--- config.mk ---
export PLATFORM = sky130hd
export DESIGN_NAME = wb_queue
export DESIGN_NICKNAME = d
export VERILOG_FILES = /design/src/rtl/wb_queue.sv
export SDC_FILE = /design/constraint.sdc
export NUM_CORES = 1
export LEC_CHECK = 0
export BUFFER_PORTS_ARGS = -buffer_cell sky130_fd_sc_hd__buf_4
export CAP_MARGIN = 20
export CELL_PAD_IN_SITES_DETAIL_PLACEMENT = 0
export CELL_PAD_IN_SITES_GLOBAL_PLACEMENT = 1
export CORE_UTILIZATION = 40
export CTS_BUF_LIST = sky130_fd_sc_hd__clkbuf_8
export CTS_CLUSTER_DIAMETER = 30
export CTS_CLUSTER_SIZE = 20
export DETAILED_ROUTE_END_ITERATION = 12
export PLACE_DENSITY = 0.68
export SLEW_MARGIN = 5
export SYNTH_ARGS = -nofsm -noshare
export SYNTH_HDL_FRONTEND = slang
export SYNTH_SLANG_ARGS = --single-unit
export TNS_END_PERCENT = 20
--- constraint.sdc ---
create_clock -name clk -period 4.5 [get_ports clk]
set_input_delay 0.675 -clock clk [delete_from_list [all_inputs] [get_ports clk]]
set_output_delay 0.675 -clock clk [all_outputs]
set_load 0.05 [all_outputs]
--- src/rtl/wb_queue.sv ---
// Write-back queue between the victim buffer and the memory unit.
// Evicted dirty lines are pushed at the tail. The drain FSM presents the head
// entry to memory and retires it on mem2wb_ack. An optional forwarding path
// (macro WB_FORWARD_EN) lets an L1 miss pick up data that is still queued.
// With WB_FORWARD_EN undefined, lookup_hit/lookup_data are tied to zero.

`ifndef XLEN
`define XLEN 32
`endif
`ifndef DATA_LENGTH
`define DATA_LENGTH 64
`endif
`ifndef BLOCK_LENGTH
`define BLOCK_LENGTH 3
`endif

module wb_queue #(
  parameter int unsigned WB_DEPTH = 4,
  parameter int unsigned WB_LEN   = 2
) (
  input  logic                    clk,
  input  logic                    rst,
  input  logic                    victim2wb_valid,
  input  logic [`XLEN-1:0]        victim2wb_addr,
  input  logic [`DATA_LENGTH-1:0] victim2wb_data,
  output logic                    wb_full,
  output logic                    wb_empty,
  output logic                    wb2mem_req,
  output logic [`XLEN-1:0]        wb2mem_addr,
  output logic [`DATA_LENGTH-1:0] wb2mem_data,
  input  logic                    mem2wb_ack,
  input  logic [`XLEN-1:0]        lookup_addr,
  output logic                    lookup_hit,
  output logic [`DATA_LENGTH-1:0] lookup_data,
  output logic [WB_LEN:0]         count
);

  localparam logic [WB_LEN:0] DepthCnt = WB_DEPTH[WB_LEN:0];

  typedef enum logic {StIdle, StReq} state_e;

  state_e                  state_q, state_d;
  logic [WB_LEN-1:0]       head_q, head_d;
  logic [WB_LEN-1:0]       tail_q, tail_d;
  logic [WB_LEN:0]         count_q, count_d;
  logic [WB_DEPTH-1:0]     valid_q, valid_d;
  logic [`XLEN-1:0]        addr_q [WB_DEPTH];
  logic [`DATA_LENGTH-1:0] data_q [WB_DEPTH];

  logic push;
  logic pop;

  // Status flags come straight from the registered occupancy.
  assign wb_full  = (count_q == DepthCnt);
  assign wb_empty = (count_q == '0);
  assign count    = count_q;

  // A push against a full queue is dropped even if a pop retires an entry
  // on the same edge; acks outside the request state are ignored.
  assign push = victim2wb_valid && !wb_full;
  assign pop  = (state_q == StReq) && mem2wb_ack;

  // Next-state for pointers, occupancy, valid bits and the drain FSM.
  always_comb begin
    head_d  = head_q;
    tail_d  = tail_q;
    valid_d = valid_q;
    count_d = count_q;
    if (pop) begin
      valid_d[head_q] = 1'b0;
      head_d          = head_q + WB_LEN'(1);
    end
    if (push) begin
      valid_d[tail_q] = 1'b1;
      tail_d          = tail_q + WB_LEN'(1);
    end
    case ({push, pop})
      2'b10:   count_d = count_q + 1'b1;
      2'b01:   count_d = count_q - 1'b1;
      default: count_d = count_q;
    endcase
    // Request whenever anything remains queued after this edge, so a push
    // into an idle queue raises wb2mem_req one cycle later.
    state_d = (count_d != '0) ? StReq : StIdle;
  end

  // Drain FSM and queue bookkeeping; reset wins over a same-cycle ack.
  always_ff @(posedge clk) begin
    if (rst) begin
      state_q <= StIdle;
      head_q  <= '0;
      tail_q  <= '0;
      count_q <= '0;
      valid_q <= '0;
    end else begin
      state_q <= state_d;
      head_q  <= head_d;
      tail_q  <= tail_d;
      count_q <= count_d;
      valid_q <= valid_d;
    end
  end

  // Entry payload storage; contents are only observed behind valid bits.
  always_ff @(posedge clk) begin
    if (!rst && push) begin
      addr_q[tail_q] <= victim2wb_addr;
      data_q[tail_q] <= victim2wb_data;
    end
  end

  // Head entry is presented while requesting and held until acknowledged.
  assign wb2mem_req  = (state_q == StReq);
  assign wb2mem_addr = wb2mem_req ? addr_q[head_q] : '0;
  assign wb2mem_data = wb2mem_req ? data_q[head_q] : '0;

`ifdef WB_FORWARD_EN
  logic [WB_LEN-1:0] lk_idx;
  logic              unused_lookup_lo;

  // Scan oldest to youngest so the entry closest to the tail wins.
  always_comb begin
    lookup_hit  = 1'b0;
    lookup_data = '0;
    lk_idx      = head_q;
    for (int unsigned i = 0; i < WB_DEPTH; i++) begin
      lk_idx = head_q + WB_LEN'(i);
      if (valid_q[lk_idx] &&
          (addr_q[lk_idx][`XLEN-1:`BLOCK_LENGTH] == lookup_addr[`XLEN-1:`BLOCK_LENGTH])) begin
        lookup_hit  = 1'b1;
        lookup_data = data_q[lk_idx];
      end
    end
  end

  // Offset bits within a block never take part in the match.
  assign unused_lookup_lo = ^lookup_addr[`BLOCK_LENGTH-1:0];
`else
  logic unused_fwd;

  assign lookup_hit  = 1'b0;
  assign lookup_data = '0;
  assign unused_fwd  = ^{lookup_addr, valid_q};
`endif

`ifndef SYNTHESIS
  // Occupancy must never exceed depth and must agree with the valid bits.
  always_ff @(posedge clk) begin
    if (!rst) begin
      assert (count_q <= DepthCnt)
        else $error("wb_queue: count exceeds depth");
      assert ($countones(valid_q) == int'(count_q))
        else $error("wb_queue: valid bits disagree with count");
    end
  end
`endif

endmodule

==> impl_metrics.tcl <==
set metrics [dict create \
    status "completed" \
    synthDistinctLibCells 27 \
    fill_cells 3090 \
    yosys_most_used_dff "edfxtp_1" \
    clock_sinks 394 \
    synth_adder_area_share_pct 0.534 \
    grt_util_all_layers_pct 15.9 \
    p_leak_nw 6.87 \
    synth_compound_area_share_pct 0.299 \
    die_y_microns 199 \
    period_share_pct 75.2 \
    placed_cell_area_sq_um 17400 \
    drtPass1Iterations 4 \
    wl_per_cell_microns 19.3 \
    num_vias 7538 \
    relSlewSlack_pct 44.9 \
    dieArea_sq_um 39500 \
    grt_max_degree 63 \
    grt_pass1_vias 8039 \
    vias_per_cell 4.74 \
    fin_nets 1145 \
    hold_path.class "primary input to register" \
    ys_ff_latch 394 \
    setup_viol 0 \
    post-route-worst-setup-slack_ns 1.12 \
    syn_area_sq_um 15500 \
    cap_viol_max_count 0 \
    worst_pin_slew_ns 0.827 \
    antenna_found_initial 4 \
    synthArstFlopShare_pct 0 \
    multiInputGateArea_sq_um 3290 \
    max_freq_mhz 295 \
    stdcell_count 1591 \
    drc 0 \
    mostFrequentLayoutCells "384 x edfxtp_1, 212 x buf_4, 97 x and2_1" \
    grt_setup_unrepaired "no" \
    cp_top_family "flip-flops" \
    cts.path.max_buffers 3 \
    synth.area.mux_share_pct 14.0 \
    max_stage_delay_ns 0.73 \
    drt-initial-drc-count 275 \
    max-vdd-ir-drop_mv 0.345 \
    holdWs_ns 0.252 \
    avgSynthCellArea_sq_um 21.2 \
    rows 71 \
    crit_type "register to output pin" \
    root_buffer "clkbuf_8" \
    p_per_area_nw_per_um2 598 \
    start_util_pct 40.9 \
    p_total_mw 11.6 \
    ant_nets 0 \
    synthSimpleGateAreaFrac_pct 4.60 \
    overflow 0 \
    insertion_delay_ns 0.62 \
    cp-start-kind "register" \
    final_common_cell "edfxtp_1" \
    final_hold_viol_count 0 \
    cts_setup_buffers 0 \
    crit_path_end "wb2mem_data[49]" \
    portBuffers 201 \
    synth-seq-area-share_pct 75.8 \
    slowest_stage "dfxtp_4" \
    clkSlewWorstSetupHoldPaths_ns 0.06 \
    skew_ns 0.0199 \
    synth_xor_area_share_pct 0.226 \
    crit_required_ns 3.83 \
    ios 299 \
    setup-tns-final_ns 0 \
    synth-edff-count 384 \
    endpoint_kind "output pin" \
    cts_made_buffers 89 \
    syn_to_final_growth_pct 25.8 \
    worstPathArrival_ns 2.71 \
    slew_viol_final 0 \
    path_depth 4 \
    stdcell_area_sq_um 19500 \
    gp_congestion 0.655 \
    pre_cts_slack_ns 1.65 \
    r2r-end "addr_q[0][27]$_DFFE_PP_" \
    htree_levels 3 \
    r2r_setup_slack_ns 1.86 \
    yosys_warnings 0 \
    grt_first_pass_wirelength_microns 45700 \
    core_sq_um 37800 \
    netlist_instances 731 \
    dp.cells 1427 \
    seqCellArea_sq_um 11700 \
    tritoncts "built" \
    ff2ff_path_depth 5 \
    drive_gt1_share_pct 43.1 \
    cts_hold_buf 0 \
    synth_top_family_by_area "multiplexers" \
    worst-path-buf-inv 2 \
    cts.repair.resized 0 \
    hp-start "victim2wb_addr[18]" \
    crit_chain "buf_12 > mux4_2 > and2_1 > buf_4" \
    finalCriticalPeriod_ns 3.38 \
    crit_path_max_fanout 38 \
    die_w_microns 199 \
    reg2reg_from "count[1]$_SDFF_PP0_" \
    final_core_util_pct 51.5 \
    dp_hpwl_microns 17000 \
    drt-total-wl_microns 30700 \
]
## final cells by class
| type | instances | area share [%] |
|---|---|---|
| clock inverters | 73 | 4.12 |
| inverters | 7 | 0.135 |
| well taps | 511 | 3.28 |
| diodes | 1 | 0.0128 |
| multi-input cells | 296 | 16.9 |
| repair buffers | 219 | 8.89 |
| clock buffers | 90 | 6.36 |
| flip-flops and latches | 394 | 60.3 |
## cells in the mapped netlist, types with 2 or more instances
master / instances / area share, %
buf_2: 11 / 0.36
o21ai_0: 3 / 0.097
inv_1: 7 / 0.17
dfxtp_1: 10 / 1.3
a21oi_1: 3 / 0.097
ha_1: 5 / 0.40
nand3_1: 3 / 0.097
clkbuf_1: 16 / 0.39
edfxtp_1: 384 / 74
nor3_1: 2 / 0.065
xor2_1: 3 / 0.17
nor2_1: 5 / 0.12
mux4_2: 96 / 14
buf_6: 5 / 0.36
and2_1: 101 / 4.1
buf_4: 65 / 3.2
nand2_1: 2 / 0.049
## worst min-delay path by stage
stage,cells past startpoint,end
2_1_floorplan,2,tail_q[0]$_SDFFE_PP0P_
3_3_place_gp,2,register
3_5_place_dp,2,register
4_1_cts,1,data_q[1][46]$_DFFE_PP_
5_1_grt,1,addr_q[2][18]$_DFFE_PP_
6_report,1,addr_q[3][18]$_DFFE_PP_
## report_power, final
group	internal, mW	switching [mW]
combinational	0.964	1.79
clock	2.83	1.68
sequential	4.21	0.184
total	8.00	3.65
## logic make-up after synthesis
logic type	Yosys count
buffers and inverters	105
multiplexers	96
adder cells (fa/ha/maj)	6
other	1
AND/OR/NAND/NOR	117
flip-flops	394
XOR/XNOR	4
AO/OA/AOI/OAI	8
## routing by layer
metal	track usage, %	wire length, microns	up-vias
met5	0	48	-
met1	19.4	12900	3824
met3	6.56	2580	67
li1	-	-	3356
met2	25.2	14500	285
met4	6.01	656	6
## flip-flops by register name (all words and copies together), names as in the netlist, named ones only
name and flops:
addr_q 128, count 3, data_q 256, head_q 2, tail_q 2, wb2mem_req 1
## worst reg2reg max path, cell delays in order, from the launching register on
cell	delay, ns
dfxtp_1	0.44
or3b_2	0.22
inv_1	0.08
nor3_1	0.36
and2_4	0.73
buf_12	0.42
Power figures use the tool's default switching activity.
